===== src/rtl/date_set_controller.sv =====
// date_set_controller
//   Month/day sequencer for the seven-segment calendar display. Advances the
//   date on the divider tick while running, and lets the user set month and
//   day with two pushbuttons through a RUN -> SET_MONTH -> SET_DAY mode loop.
//
// Ports
//   clock       system clock
//   reset       asynchronous, active-high reset
//   tick        one-cycle advance enable from the clock divider
//   key_mode_n  raw mode pushbutton, active-low, asynchronous
//   key_inc_n   raw increment pushbutton, active-low, asynchronous
//   month       binary month 1..12
//   day10       BCD day tens 0..3
//   day1        BCD day units 0..9
//   mode        0=RUN, 1=SET_MONTH, 2=SET_DAY
//   blink       blank request for the field being edited
//   year_tick   one-cycle pulse on the Dec 31 -> Jan 1 rollover
//
// Build option
//   LEAP_YEAR_EN  adds a 2-bit year counter; February has 29 days when the
//                 counter is 0. Without it February is always 28 days.
module date_set_controller #(
  parameter int DEBOUNCE_CYCLES = 250000,
  parameter int BLINK_TICKS     = 2
) (
  input  logic       clock,
  input  logic       reset,
  input  logic       tick,
  input  logic       key_mode_n,
  input  logic       key_inc_n,
  output logic [3:0] month,
  output logic [1:0] day10,
  output logic [3:0] day1,
  output logic [1:0] mode,
  output logic       blink,
  output logic       year_tick
);

  localparam int CW = $clog2(DEBOUNCE_CYCLES + 1);
  localparam int BW = (BLINK_TICKS > 1) ? $clog2(BLINK_TICKS) : 1;

  localparam logic [1:0] S_RUN = 2'd0;
  localparam logic [1:0] S_MON = 2'd1;
  localparam logic [1:0] S_DAY = 2'd2;

  // Month length as a two-digit BCD value, so it compares directly against
  // the BCD day register.
  function automatic logic [5:0] month_len_bcd(input logic [3:0] m, input logic leap);
    case (m)
      4'd2:                       month_len_bcd = leap ? 6'h29 : 6'h28;
      4'd4, 4'd6, 4'd9, 4'd11:    month_len_bcd = 6'h30;
      default:                    month_len_bcd = 6'h31;
    endcase
  endfunction

  function automatic logic [5:0] bcd_inc(input logic [5:0] v);
    if (v[3:0] == 4'd9) bcd_inc = {v[5:4] + 2'd1, 4'd0};
    else                bcd_inc = {v[5:4], v[3:0] + 4'd1};
  endfunction

  // ---------------------------------------------------------------------
  // Key path: index 0 = mode, index 1 = inc
  // ---------------------------------------------------------------------
  logic [1:0]    raw;
  logic [1:0]    sync1_q, sync2_q, level_q, press_q;
  logic [CW-1:0] cnt_q [2];

  assign raw = {key_inc_n, key_mode_n};

  // The accepted level only moves after DEBOUNCE_CYCLES consecutive samples
  // disagreeing with it; any agreeing sample restarts the count. A press is
  // the accepted 1->0 transition, registered so it lasts exactly one cycle.
  always_ff @(posedge clock or posedge reset) begin
    if (reset) begin
      sync1_q <= 2'b11;
      sync2_q <= 2'b11;
      level_q <= 2'b11;
      press_q <= 2'b00;
      for (int k = 0; k < 2; k++) cnt_q[k] <= '0;
    end else begin
      sync1_q <= raw;
      sync2_q <= sync1_q;
      for (int k = 0; k < 2; k++) begin
        press_q[k] <= 1'b0;
        if (sync2_q[k] == level_q[k]) begin
          cnt_q[k] <= '0;
        end else if (cnt_q[k] == CW'(DEBOUNCE_CYCLES - 1)) begin
          cnt_q[k]   <= '0;
          level_q[k] <= sync2_q[k];
          press_q[k] <= level_q[k];
        end else begin
          cnt_q[k] <= cnt_q[k] + 1'b1;
        end
      end
    end
  end

  logic press_mode, press_inc;
  assign press_mode = press_q[0];
  assign press_inc  = press_q[1];

  // ---------------------------------------------------------------------
  // Mode machine and date registers
  // ---------------------------------------------------------------------
  logic [1:0]    state_q, state_d;
  logic [3:0]    month_q, month_d;
  logic [5:0]    day_q, day_d;          // {tens, units} BCD
  logic          blink_q, blink_d;
  logic [BW-1:0] bcnt_q, bcnt_d;
  logic          ytick_q, ytick_d;
  logic          leap;
  logic [5:0]    len_cur, len_new;
  logic [3:0]    month_inc;

`ifdef LEAP_YEAR_EN
  logic [1:0] year_q, year_d;
  assign leap = (year_q == 2'd0);
`else
  assign leap = 1'b0;
`endif

  assign len_cur   = month_len_bcd(month_q, leap);
  assign month_inc = (month_q == 4'd12) ? 4'd1 : month_q + 4'd1;
  assign len_new   = month_len_bcd(month_inc, leap);

  always_comb begin
    state_d = state_q;
    month_d = month_q;
    day_d   = day_q;
    blink_d = blink_q;
    bcnt_d  = bcnt_q;
    ytick_d = 1'b0;

    case (state_q)
      S_RUN: begin
        if (tick) begin
          if (day_q == len_cur) begin
            day_d   = 6'h01;
            month_d = month_inc;
            ytick_d = (month_q == 4'd12);
          end else begin
            day_d = bcd_inc(day_q);
          end
        end
        blink_d = 1'b0;
        if (press_mode) begin
          state_d = S_MON;
          blink_d = 1'b1;
          bcnt_d  = '0;
        end
      end
      S_MON, S_DAY: begin
        if (press_mode) begin
          // Mode wins over a coincident inc press.
          state_d = (state_q == S_MON) ? S_DAY : S_RUN;
          blink_d = (state_q == S_MON);
          bcnt_d  = '0;
        end else begin
          if (press_inc) begin
            if (state_q == S_MON) begin
              month_d = month_inc;
              if (day_q > len_new) day_d = len_new;
            end else begin
              day_d = (day_q == len_cur) ? 6'h01 : bcd_inc(day_q);
            end
          end
          if (tick) begin
            if (bcnt_q == BW'(BLINK_TICKS - 1)) begin
              bcnt_d  = '0;
              blink_d = ~blink_q;
            end else begin
              bcnt_d = bcnt_q + 1'b1;
            end
          end
        end
      end
      default: begin
        state_d = S_RUN;
        blink_d = 1'b0;
        bcnt_d  = '0;
      end
    endcase
  end

`ifdef LEAP_YEAR_EN
  always_comb year_d = year_q + {1'b0, ytick_d};

  always_ff @(posedge clock or posedge reset) begin
    if (reset) year_q <= 2'd0;
    else       year_q <= year_d;
  end
`endif

  always_ff @(posedge clock or posedge reset) begin
    if (reset) begin
      state_q <= S_RUN;
      month_q <= 4'd1;
      day_q   <= 6'h01;
      blink_q <= 1'b0;
      bcnt_q  <= '0;
      ytick_q <= 1'b0;
    end else begin
      state_q <= state_d;
      month_q <= month_d;
      day_q   <= day_d;
      blink_q <= blink_d;
      bcnt_q  <= bcnt_d;
      ytick_q <= ytick_d;
    end
  end

  assign month     = month_q;
  assign day10     = day_q[5:4];
  assign day1      = day_q[3:0];
  assign mode      = state_q;
  assign blink     = blink_q;
  assign year_tick = ytick_q;

endmodule


===== config.mk =====
export PLATFORM = sky130hd
export DESIGN_NAME = date_set_controller
export DESIGN_NICKNAME = d
export VERILOG_FILES = /design/src/rtl/date_set_controller.sv
export SDC_FILE = /design/constraint.sdc
export NUM_CORES = 1
export LEC_CHECK = 0
export CAP_MARGIN = 20
export CORE_UTILIZATION = 32
export DETAILED_ROUTE_END_ITERATION = 16
export SLEW_MARGIN = 40
export SYNTH_ARGS = -nofsm -noshare
export SYNTH_HDL_FRONTEND = slang
export SYNTH_SLANG_ARGS = --single-unit

===== constraint.sdc =====
create_clock -name clock -period 8.3 [get_ports clock]
set_clock_uncertainty 0.1 [all_clocks]
set_input_delay 1.66 -clock clock [delete_from_list [all_inputs] [get_ports clock]]
set_output_delay 1.66 -clock clock [all_outputs]
set_load 0.005 [all_outputs]

==> impl_metrics.json, run 1 <==
{
  "status": "finished clean",
  "synth_fp_nets": 353,
  "fp.coreArea_um2": 9820,
  "post_cts_resize_count": 0,
  "clock_latency_on_the_worst_skew_pair_ns": 0.33,
  "fmaxAchievable_ghz": 0.298,
  "grt_antenna_before_repair": 0,
  "max_slew.worst_pin.slew_ns": 0.720,
  "crit_path_start": "month[0]$_DFFE_PP1P_",
  "register_area_um2": 1490,
  "clkTransAtPathRegs_ns": 0.06,
  "r2r_start": "month[0]$_DFFE_PP1P_",
  "detail_route.wirelength_um": 6010,
  "area_overhead_of_the_layout_relative_to_synthesis_pct": 16.6,
  "yosysUniqueCellTypes": 54,
  "maximum_vdd_drop_mv": 0.0786,
  "number_of_clock_buffers_inserted_by_tritoncts": 9,
  "gp_congestion": 0.802,
  "switching_power_mw": 0.240,
  "hold_viol_final": 0,
  "route.detailed.vias_per_inst": 4.84,
  "final_nets": 378,
  "synth.cell_area_um2": 3250,
  "synthMuxAreaShare_pct": 2.39,
  "io_pins": 19,
  "die_x_um": 103,
  "footprint_of_the_multi_input_gates_um2": 1680,
  "synth_area_per_cell_um2": 9.82,
  "post_synth_and_or_nand_nor_area_fraction_pct": 23.6,
  "finalSetupTns_ns": 0,
  "crit_path_cell_trace": "inv_1 -> ha_1 -> o311a_1 -> and2_1 -> ha_1 -> or3b_2 -> a21boi_0 -> o21ai_0 -> a31oi_1 -> a31oi_1",
  "clkPwrFrac_pct": 30.9,
  "dr.pass1.iters": 4,
  "post_drt_wl_per_cell_um": 12.2,
  "floorplan.die.height_um": 103,
  "list_of_most_frequent_post_synthesis_cells": "51 x dfrtp_1, 51 x nor2_1, 20 x xnor2_1",
  "cpPeakStageDelay_ns": 0.61,
  "postSynth.topFlopCell": "dfrtp_1",
  "grt_start_max_net_pins": 60,
  "synth.ff_latch_count": 59,
  "synth.yosys.seq_area_share_pct": 45.7,
  "report.final.slew_viol_count": 0,
  "num_vias": 2393,
  "synthXorXnorAreaFrac_pct": 9.70,
  "power_switching_share_pct": 29.7,
  "synth_area_in_compound_gates_pct": 9.39,
  "cts.hold.buffers_added": 0,
  "antenna-diode-count": 0,
  "final_period_minus_worst_setup_slack_ns": 3.35,
  "yosysWarnings": 0,
  "drt_iter0_markers": 110,
  "synth_area_in_adders_pct": 6.54,
  "antenna_violating_nets_post_route": 0,
  "synth_top_family_by_area": "simple AND/OR/NAND/NOR gates",
  "timing.critical_path.required_ns": 8.39,
  "power-per-cell-area_nw_per_um2": 213,
  "numClockSinks": 59,
  "setup.worst_path.start_class": "register",
  "fp-row-count": 36,
  "first_global_vias": 2250,
  "drive_gt1_share_pct": 8.86,
  "post-route-worst-setup-slack_ns": 4.95,
  "drcViolationCount": 0,
  "worstHoldStart": "sync1_q[0]$_DFF_PP1_",
  "root_buffer": "clkbuf_8",
  "hold_path_class": "reg2reg",
  "report.final.setup_viol": 0,
  "timing.critical_path.max_delay_family": "compound AO/OA/AOI/OAI gates",
  "synth_edf_count": 0,
  "slew-limit-headroom_pct": 51.6,
  "power.internal_mw": 0.568,
  "grt_pass1_wl_um": 10500,
  "postSynth.asyncResetShare_pct": 100,
  "post_syn_instances": 331,
  "cap_violations": 0,
  "clock_tree.buffer_depth": 2,
  "cp.arrival_ns": 3.44,
  "p_leak_nw": 1.62,
  "worstPathBufferInverterCount": 1,
  "grt.total_usage_pct": 12.7,
  "yosys.area.top_type": "dfrtp_1",
  "critical_path.endpoint_type": "register",
  "sequentialPowerShare_pct": 43.6,
  "cts_tree": "done",
  "num-fill-cells": 1008,
  "port-buffer-count": 18,
  "synth_area_leaders": "dfrtp_1 39%, ha_1 6.5%, dfstp_2 6.5%",
  "post_placement_setup_slack_ns": 4.87,
  "critical-path-slowest-cell": "dfstp_2",
  "synth_top_area_share_pct": 39.3,
  "floorplan.die_area_um2": 10600,
  "initial_core_util_pct": 33.1,
  "cts_htree_levels": 3,
  "rsz0062_at_grt": "false",
  "stdcell_count": 494,
  "post-dp-hpwl_um": 4190,
  "power.share.combinational_pct": 25.5,
  "crit_fanout": 8,
  "globalRoute.totalOverflow": 0,
  "final.period_utilization_pct": 40.4,
  "worstSetupPathType": "reg2reg",
  "dpl.cell_count": 477,
  "post_cts.repair.setup_buffers": 0
}
## cells in the final DEF (no fill, tap or decap), drive strengths merged, types with 14 or more instances in the layout
master	count
clkbuf	14
clkdlybuf4s50	18
dfrtp	51
ha	17
inv	17
nand2	18
nand3	17
nor2	51
xnor2	20
xor2	16
## through the flow
step                      total power, mW  utilization, %  hold WS (ns)  instance area [µm²]
final                               0.808            38.6         0.255                 3790
after global routing                0.864            38.6         0.258                 3790
after CTS                           0.818            38.4         0.256                 3770
after detailed placement            0.562            36.5         0.247                 3580
after global placement              0.560            36.5         0.246                 3580
after floorplan                     0.485               -         0.245                 3250
## layout make-up
cell class / count / area share (%)
flip-flops and latches: 59 / 39.2
multi-input cells: 249 / 44.3
well taps: 133 / 4.39
clock inverters: 2 / 0.924
inverters: 17 / 1.68
clock buffers: 14 / 4.03
repair buffers: 20 / 5.48
## cell families after synthesis
group	count (synthesis)
and+or+nand+nor	146
DFF	59
buffers and inverters	23
muxes	7
xor gates and xnor gates	36
AOI/OAI and AO/OA	43
adders and majority gates	17
## routing by layer
metal,wire length [µm],track usage [%]
met3,181,2.17
met4,108,6.83
met5,0,0
met1,3050,17.2
met2,2670,19.5
## final timing paths
path / endpoint / slack (ns) / cells after the start
max: day_q[5]$_DFFE_PP0P_ / 4.95 / 10
min: sync2_q[0]$_DFF_PP1_ / 0.25 / 0
max reg2reg: day_q[5]$_DFFE_PP0P_ / 4.95 / 10
min reg2reg: sync2_q[0]$_DFF_PP1_ / 0.25 / 0
max in group asynchronous: month[0]$_DFFE_PP1P_ / 6.01 / 4
min in group asynchronous: cnt_q[17]$_DFF_PP0_ / 1.55 / 3
## registers in the layout (all words and copies together), names as in the netlist
signal,flops
year_tick,1
day_q,6
sync2_q,2
level_q,2
bcnt_q,1
press_q,2
cnt_q,36
blink,1
mode,2
month,4
sync1_q,2
## power groups by stage
stage	Sequential, mW	Combinational [mW]	Clock [mW]
finish	0.352	0.206	0.250
global route	0.358	0.233	0.273
CTS	0.352	0.207	0.260
detailed placement	0.357	0.205	0
global placement	0.355	0.205	0
floorplan	0.350	0.136	0
(Power assumes the default switching activity.)
==> inputs of run 2 (changes only) <==
==> constraint.sdc (replaced) <==
create_clock -name clock -period 3.5 [get_ports clock]
set_clock_uncertainty 0.1 [all_clocks]
set_input_delay 0.7 -clock clock [delete_from_list [all_inputs] [get_ports clock]]
set_output_delay 0.7 -clock clock [all_outputs]
set_load 0.005 [all_outputs]
==> impl_metrics.json, run 2 (synthesized netlist as in run 1, its figures left out) <==
{
  "status": "finished clean",
  "route.detailed.vias_per_inst": 4.86,
  "max_slew.worst_pin.slew_ns": 0.719,
  "registers.top_by_ff_count": "cnt_q",
  "met2_usage_pct": 21.9,
  "r2r_start": "month[0]$_DFFE_PP1P_",
  "cap_violations": 0,
  "grt_pass1_wl_um": 11200,
  "critical-path-slowest-cell": "dfstp_2",
  "placement.cell_area_um2": 3590,
  "first_global_vias": 2454,
  "p_leak_nw": 1.62,
  "antenna-diode-count": 0,
  "post-layout-total-power_mw": 1.92,
  "clkTransAtPathRegs_ns": 0.06,
  "area_overhead_of_the_layout_relative_to_synthesis_pct": 16.3,
  "grt.total_usage_pct": 13.7,
  "critical_path.endpoint_type": "register",
  "post-dp-hpwl_um": 4430,
  "gp_congestion": 0.771,
  "hold_path_class": "reg2reg",
  "worstHoldStart": "sync1_q[0]$_DFF_PP1_",
  "post-route-worst-setup-slack_ns": 0.321,
  "max_reg_flops": 36,
  "cp.arrival_ns": 3.27,
  "hold_viol_final": 0,
  "grt_start_max_net_pins": 29,
  "rsz0062_at_grt": "false",
  "floorplan.die.height_um": 103,
  "clock_latency_on_the_worst_skew_pair_ns": 0.33,
  "antenna_violating_nets_post_route": 0,
  "cts_htree_levels": 3,
  "maximum_vdd_drop_mv": 0.155,
  "setup.worst_path.start_class": "register",
  "worstPathBufferInverterCount": 1,
  "crit_fanout": 8,
  "detail_route.wirelength_um": 6220,
  "final_period_minus_worst_setup_slack_ns": 3.18,
  "timing.critical_path.required_ns": 3.59,
  "drcViolationCount": 0,
  "final_nets": 378,
  "worstSetupPathType": "reg2reg",
  "report.final.slew_viol_count": 0,
  "timing.critical_path.max_delay_family": "compound AO/OA/AOI/OAI gates",
  "post_placement_setup_slack_ns": 0.214,
  "crit_path_start": "month[0]$_DFFE_PP1P_",
  "num_vias": 2402,
  "globalRoute.totalOverflow": 0,
  "grt_busiest_layer": "met2",
  "slew-limit-headroom_pct": 51.6,
  "power-per-cell-area_nw_per_um2": 509,
  "layout_common_cells": "51 x nor2_1, 51 x dfrtp_1, 20 x xnor2_1",
  "fp-row-count": 36,
  "fp.coreArea_um2": 9820,
  "final.period_utilization_pct": 90.8,
  "report.final.setup_viol": 0,
  "met1_usage_pct": 17.5,
  "grt_antenna_before_repair": 0,
  "die_x_um": 103,
  "fmaxAchievable_ghz": 0.315,
  "crit_path_cell_trace": "inv_1 -> ha_1 -> o311a_1 -> and2_1 -> ha_1 -> or3b_2 -> a21boi_1 -> o21ai_1 -> a31oi_1 -> a31oi_1",
  "io_pins": 19,
  "initial_core_util_pct": 33.1,
  "root_buffer": "clkbuf_8",
  "dr.pass1.iters": 4,
  "clock_tree.buffer_depth": 2,
  "cts_tree": "done",
  "final_core_util_pct": 38.5,
  "number_of_clock_buffers_inserted_by_tritoncts": 9,
  "drive_gt1_share_pct": 9.42,
  "numClockSinks": 59,
  "post_drt_wl_per_cell_um": 12.6,
  "finish.instance_area_um2": 3780,
  "port-buffer-count": 18,
  "drt_iter0_markers": 114,
  "grtUsageMet3_pct": 3.19,
  "cpPeakStageDelay_ns": 0.60,
  "num-fill-cells": 996,
  "finalSetupTns_ns": 0,
  "floorplan.die_area_um2": 10600
}
==> run 2: routing by layer <==
metal	wire length (µm)	vias to the layer above	part of all wire (%)
met5	0	-	0
li1	-	1193	-
met2	2840	47	46
met1	3040	1154	49
met4	109	0	1.8
met3	235	8	3.8
==> run 2: cell type report <==
cell class	instances	area, µm²	share of cell area (%)
Clock buffer	15	186	4.93
Sequential cell	59	1490	39.3
Inverter	17	63.8	1.69
Multi-Input combinational cell	249	1680	44.4
Timing Repair Buffer	20	195	5.16
Tap cell	133	166	4.40
Clock inverter	1	5.00	0.132
==> run 2: worst reg2reg max path: cells and delay by family (launching register included) <==
family / cells / cell delay, ns
simple gates: 2 / 0.63
compound gates: 5 / 1.13
buf+inv: 1 / 0.12
flops: 1 / 0.60
fa+ha+maj: 2 / 0.46
==> run 2: where the power goes <==
group / internal, mW / switching (mW) / leakage, nW
sequential: 0.744 / 0.0888 / 0.772
combinational: 0.256 / 0.242 / 0.751
clock: 0.334 / 0.258 / 0.0997
==> run 2: stage by stage <==
stage / hold WS [ns] / instances
floorplan: 0.245 / 331
CTS: 0.257 / 494
global placement: 0.246 / 478
global route: 0.266 / 494
detailed placement: 0.248 / 478
finish: 0.257 / 494
==> run 2: repair_timing <==
item,in CTS,in global routing
hold buffers,0,0
resized for setup,0,2
hold endpoints to repair,0,0
endpoints found under the setup margin,0,4
setup buffers,0,0
==> run 2: path summary, 6_finish.rpt <==
path | endpoint | slack [ns] | depth (start not counted)
setup / recovery | day_q[5]$_DFFE_PP0P_ | 0.32 | 10
hold / removal | sync2_q[0]$_DFF_PP1_ | 0.26 | 0
setup reg to reg | day_q[5]$_DFFE_PP0P_ | 0.32 | 10
hold reg to reg | sync2_q[0]$_DFF_PP1_ | 0.26 | 0
max in group asynchronous | sync1_q[0]$_DFF_PP1_ | 1.95 | 3
min in group asynchronous | cnt_q[30]$_DFF_PP0_ | 0.65 | 2
